--- src/rtl/spi_master_gen.sv ---
// spi_master_gen: parametrised SPI master.
// Supports a configurable word width, all four CPOL/CPHA modes selected per
// transfer, MSB- or LSB-first shifting, a programmable SCLK divider and
// 2**CS_W active-low chip selects. A select line can stay asserted across
// words so that multi-byte commands are possible.
module spi_master_gen #(
  parameter int DATA_W    = 8,
  parameter int DVSR_W    = 16,
  parameter int CS_W      = 2,
  parameter int LSB_FIRST = 0
) (
  input  logic                 clk,
  input  logic                 reset,
  input  logic [DATA_W-1:0]    din,
  input  logic [DVSR_W-1:0]    dvsr,
  input  logic                 cpol,
  input  logic                 cpha,
  input  logic [CS_W-1:0]      cs_sel,
  input  logic                 cs_hold,
  input  logic                 start,
  output logic [DATA_W-1:0]    dout,
  output logic                 busy,
  output logic                 done_tick,
  output logic                 spi_clk,
  output logic                 spi_mosi,
  input  logic                 spi_miso,
  output logic [2**CS_W-1:0]   spi_cs_n
);

  localparam int NCS   = 2**CS_W;
  localparam int BIT_W = $clog2(DATA_W);

  typedef enum logic [2:0] {IDLE, SETUP, HALF0, HALF1, HOLD} state_t;

  state_t              state_q, state_d;
  logic [DVSR_W-1:0]   cnt_q, cnt_d, dvsr_q, dvsr_d;
  logic [BIT_W-1:0]    bit_q, bit_d;
  logic [DATA_W-1:0]   tx_q, tx_d, rx_q, rx_d, dout_d;
  logic                cpol_q, cpol_d, cpha_q, cpha_d, hold_q, hold_d;
  logic [CS_W-1:0]     sel_q, sel_d;
  logic                busy_d, done_d, clk_d, mosi_d;
  logic [NCS-1:0]      cs_n_d;
  logic                last;

  // Bit that goes on the wire first for a given shift-register value.
  function automatic logic first_bit(input logic [DATA_W-1:0] v);
    return (LSB_FIRST != 0) ? v[0] : v[DATA_W-1];
  endfunction

  // Drop the bit just sent so the next one moves to the output end.
  function automatic logic [DATA_W-1:0] shift_tx(input logic [DATA_W-1:0] v);
    return (LSB_FIRST != 0) ? (v >> 1) : (v << 1);
  endfunction

  assign last = (cnt_q == dvsr_q);

  // Next-state and next-output logic; every state lasts dvsr+1 cycles.
  always_comb begin
    // NOTE: every signal gets a default here so no path leaves a value unassigned, which would infer a latch.
    state_d = state_q;
    cnt_d   = cnt_q + 1'b1;
    dvsr_d  = dvsr_q;
    bit_d   = bit_q;
    tx_d    = tx_q;
    rx_d    = rx_q;
    dout_d  = dout;
    cpol_d  = cpol_q;
    cpha_d  = cpha_q;
    hold_d  = hold_q;
    sel_d   = sel_q;
    busy_d  = busy;
    done_d  = 1'b0;
    clk_d   = spi_clk;
    mosi_d  = spi_mosi;
    cs_n_d  = spi_cs_n;
    unique case (state_q)
      IDLE: begin
        cnt_d = '0;
        if (start) begin
          state_d = SETUP;
          dvsr_d  = dvsr;
          cpol_d  = cpol;
          cpha_d  = cpha;
          hold_d  = cs_hold;
          sel_d   = cs_sel;
          tx_d    = din;
          bit_d   = '0;
          busy_d  = 1'b1;
          clk_d   = cpol;
          mosi_d  = first_bit(din);
          // A line still held from an earlier word is released here if
          // the new word addresses a different slave.
          cs_n_d         = '1;
          cs_n_d[cs_sel] = 1'b0;
        end
      end
      SETUP: begin
        if (last) begin
          state_d = HALF0;
          cnt_d   = '0;
          clk_d   = cpol_q ^ cpha_q;
        end
      end
      HALF0: begin
        if (last) begin
          state_d = HALF1;
          cnt_d   = '0;
          clk_d   = cpol_q ^ ~cpha_q;
          if (LSB_FIRST != 0) rx_d = {spi_miso, rx_q[DATA_W-1:1]};
          else                rx_d = {rx_q[DATA_W-2:0], spi_miso};
        end
      end
      HALF1: begin
        if (last) begin
          cnt_d = '0;
          if (bit_q == BIT_W'(DATA_W-1)) begin
            state_d = HOLD;
            clk_d   = cpol_q;
          end else begin
            state_d = HALF0;
            bit_d   = bit_q + 1'b1;
            tx_d    = shift_tx(tx_q);
            mosi_d  = first_bit(shift_tx(tx_q));
            clk_d   = cpol_q ^ cpha_q;
          end
        end
      end
      HOLD: begin
        if (last) begin
          state_d = IDLE;
          cnt_d   = '0;
          dout_d  = rx_q;
          done_d  = 1'b1;
          busy_d  = 1'b0;
          if (!hold_q) cs_n_d = '1;
        end
      end
      default: state_d = IDLE;
    endcase
  end

  // State and registered outputs; synchronous reset aborts any transfer.
  always_ff @(posedge clk) begin
    // NOTE: non-blocking assignments so every register samples pre-edge values, independent of statement order.
    if (reset) begin
      state_q   <= IDLE;
      cnt_q     <= '0;
      dvsr_q    <= '0;
      bit_q     <= '0;
      tx_q      <= '0;
      rx_q      <= '0;
      cpol_q    <= 1'b0;
      cpha_q    <= 1'b0;
      hold_q    <= 1'b0;
      sel_q     <= '0;
      dout      <= '0;
      busy      <= 1'b0;
      done_tick <= 1'b0;
      spi_clk   <= 1'b0;
      spi_mosi  <= 1'b0;
      spi_cs_n  <= '1;
    end else begin
      state_q   <= state_d;
      cnt_q     <= cnt_d;
      dvsr_q    <= dvsr_d;
      bit_q     <= bit_d;
      tx_q      <= tx_d;
      rx_q      <= rx_d;
      cpol_q    <= cpol_d;
      cpha_q    <= cpha_d;
      hold_q    <= hold_d;
      sel_q     <= sel_d;
      dout      <= dout_d;
      busy      <= busy_d;
      done_tick <= done_d;
      spi_clk   <= clk_d;
      spi_mosi  <= mosi_d;
      spi_cs_n  <= cs_n_d;
    end
  end

endmodule

--- config.mk ---
export PLATFORM = sky130hd
export DESIGN_NAME = spi_master_gen
export DESIGN_NICKNAME = d
export VERILOG_FILES = /design/src/rtl/spi_master_gen.sv
export SDC_FILE = /design/constraint.sdc
export NUM_CORES = 1
export LEC_CHECK = 0
export ABC_AREA = 1
export BUFFER_PORTS_ARGS = -buffer_cell sky130_fd_sc_hd__buf_2
export CAP_MARGIN = 10
export CORE_MARGIN = 2
export CORE_UTILIZATION = 60
export CTS_CLUSTER_SIZE = 12
export DETAILED_ROUTE_END_ITERATION = 16
export PLACE_DENSITY = 0.83
export SKIP_LAST_GASP = 1
export SLEW_MARGIN = 20
export SYNTH_ARGS = -nofsm -noshare
export SYNTH_HDL_FRONTEND = slang
export SYNTH_SLANG_ARGS = --single-unit
--- constraint.sdc ---
create_clock -name clk -period 3.4 [get_ports clk]
set_input_delay 1.02 -clock clk [delete_from_list [all_inputs] [get_ports clk]]
set_output_delay 1.02 -clock clk [all_outputs]
set_load 0.01 [all_outputs]
==> metrics.txt <==
Post-DRT Antenna Nets=0; sequential cell area fraction in the yosys report=between 40 and 50%; standard-cell rows=27; number of slew-limit violations in the final report=0; final standard cell area without fillers=3840 µm²; detail-routed net length per standard cell=11.7 µm; Comb power frac=between 30% and 40%; leak pwr=1.69 nW; crit share post-route=between 60% and 70%; top achievable clock speed=454 MHz; shortest clock period the worst path allows after layout=about 2200 ps; final-report setup violation count=0; most utilized layer in the global route result=met2; clk_skew=6.90 ps; hold violation count in the final report=0; 1st-pass router iterations=4; Worst Tran Pin Value=712 ps; R2R Setup Slk=about 1400 ps; largest net degree at the start of global routing=32; Initial Utilization=between 60 and 70%; share of post-route cells with drive strength above 1=a little under a fifth; category of the critical setup timing path=primary input to flip-flop; Min-Delay Path Class=flip-flop to flip-flop; CTS resizes=0; source of the critical timing path=reset; chip width=78.9 µm; via count of the first global-routing pass=2,775; critical-path cell list=buf_2 -> inv_1 -> buf_4 -> nand2_4 -> a21oi_1; Crit Path Max Fanout=22; Setup Total Neg Slack=0 ps; number of DRC markers after the initial detailed-route iteration=182; Design Power=about 2.7 mW; Post-Route Utilization=70.2%; part of the power in the clock network=25.3%; GRT Overall Usage=24.5%; first-pass GRT wire length=12.0 mm; Hold Startpoint=rx_q[4]; Critical Path Source Type=primary input; total clock buffers created by CTS=9; maximum capacitance violations=0; mean cell area of the mapped netlist=6.94 µm²; TritonCTS clock tree=done; met3 global-route usage=7.27%; Clock Root Buffer=sky130_fd_sc_hd__clkbuf_8; Post-route DRC=0; Syn Std Cell Area=3370 µm²; clk sink count=approximately 70; routability congestion estimate from global placement=0.924; syn_nets=521; Longest Clk Path Bufs=2; estimated wirelength of the detail-placed design=5.00 mm; slowest stage cell, crit path=sky130_fd_sc_hd__inv_1; top area cells in the synthesized netlist=sky130_fd_sc_hd__dfxtp_1, sky130_fd_sc_hd__nand2_1, sky130_fd_sc_hd__nand3_1; final-stage net count=568; power density relative to cell area=approximately 690 nW/µm²; sink of the worst hold path=dout[4]; wire length reported by the detailed router=7.15 mm; cell count of the worst hold path=2; met2 Resource Use GR=38.0%; maximum ir drop on the vdd rail=0.000361 V; cell internal pwr=1.67 mW; Sw Pwr=0.994 mW; number of instances in the synthesized netlist=around 490; Max-slew headroom=52.4%; Yosys top cell area share=42.8%; met1 global-route usage=32.1%; Crit path arrival time=2480 ps; Diodes inserted=0; Worst R2R Start=state_q[2]; destination of the worst register-to-register timing path=dvsr_q[15]; sequential group share of total power=41.2%; run status=complete, no violations; vertical extent of the die=between 70 and 80 µm; unrepaired setup endpoints after global routing=false; top library cells by usage in the layout, fill and taps aside=sky130_fd_sc_hd__nand2_1, sky130_fd_sc_hd__dfxtp_1, sky130_fd_sc_hd__inv_1; most common library cell in the layout ignoring fill and taps=sky130_fd_sc_hd__nand2_1; crit end category=flip-flop; CTS Hold Bufs=0; number of H-tree branching levels=3; CP max stage delay=520 ps; mean number of vias per cell=5.08; count of yosys warnings during synthesis=0; number of flip-flops and latches in the synthesized netlist=72; post-CTS clock slew at the launch and capture registers of the worst setup and hold paths=70 ps; setup bufs post-CTS=0; Sw Share=37.4%; I/O Pins=slightly below 50; placed instance area=3640 µm²; R2R depth=7; leading area contributor after synthesis=sky130_fd_sc_hd__dfxtp_1; total core area=between 5000 and 6000 µm²; detailed-route via count=3,093; area of the die=6220 µm²; final-layout worst hold slack=approximately 470 ps; FILL cells=470; Layout area overhead=14.2%; Yosys cell types=27; final global-route overflow total=0; port buffer count=48; clock insertion delay at the later pin of the skew report=350 ps; antenna violations before repair=0; worst path required time=3670 ps
-- cell usage after synthesis, drive strengths merged --
cell       n
buf        6
nand3b     1
o211ai     1
a21oi     36
o21ai     31
nand4      3
dfxtp     72
inv       64
o2111ai    1
nor2      56
a21boi     1
clkinv     1
clkbuf     8
nand2    129
xnor2      2
nand3     53
nor3       8
xor2       9
ha         3
-- state kept, by name, indices dropped and copies added (netlist names) --
name       cells
cnt_q         16
dvsr_q        16
dout           8
rx_q           8
tx_q           7
spi_cs_n       4
bit_q          3
state_q        3
busy           1
cpha_q         1
cpol_q         1
done_tick      1
hold_q         1
spi_clk        1
spi_mosi       1
-- layer usage --
| layer | wire length (µm) | vias to the layer above |
|---|---|---|
| li1 | - | 1630 |
| met1 | 3510 | 1387 |
| met2 | 3210 | 66 |
| met3 | 332 | 10 |
| met4 | 92 | 0 |
| met5 | 0 | - |
-- worst max-delay path: cells and delay by family --
| kind | cells | cell delay [ps] |
|---|---|---|
| and+or+nand+nor | 1 | 200 |
| AOI/OAI and AO/OA | 1 | 170 |
| buffers and inverters | 3 | 1080 |
-- layout make-up --
cell class	instances	area (µm²)	share of cell area, %
multi-input cells	334	1600	41.5
flip-flops and latches	72	1440	37.5
repair buffers	50	268	6.97
inverters	65	245	6.38
clock buffers	14	193	5.01
well taps	72	90.1	2.34
clock inverters	2	10.0	0.260
-- cells by family (layout without fill, tap and decap cells) --
logic type	after synthesis	after routing	share of synthesized area, %
compound gates	70	70	10.7
xor+xnor	11	11	2.86
fa+ha+maj	3	3	1.12
buf+inv	79	131	9.74
flops	72	72	42.8
simple gates	250	250	32.8
-- power groups by stage --
stage / Clock (mW) / Combinational (mW) / Sequential, mW
2_1_floorplan: 0 / 0.701 / 1.10
3_3_place_gp: 0 / 0.856 / 1.10
3_5_place_dp: 0 / 0.887 / 1.11
4_1_cts: 0.673 / 0.891 / 1.09
5_1_grt: 0.717 / 1.02 / 1.11
6_report: 0.672 / 0.892 / 1.10
-- per-stage QoR --
step | std cells | setup WS, ps
final | 609 | 1200
after global routing | 609 | 1070
after CTS | 609 | 1210
after detailed placement | 593 | 848
after global placement | 593 | 925
after floorplan | 485 | 1680
-- how the worst max path moves through the flow --
stage | endpoint | slack (ps)
3_5_place_dp | cnt_q[10] | 850
3_3_place_gp | cnt_q[12] | 920
4_1_cts | cnt_q[10] | 1210
5_1_grt | cnt_q[10] | 1070
2_1_floorplan | dvsr_q[10] | 1680
6_report | cnt_q[10] | 1200
No activity file was read; power rests on OpenSTA's default activity.
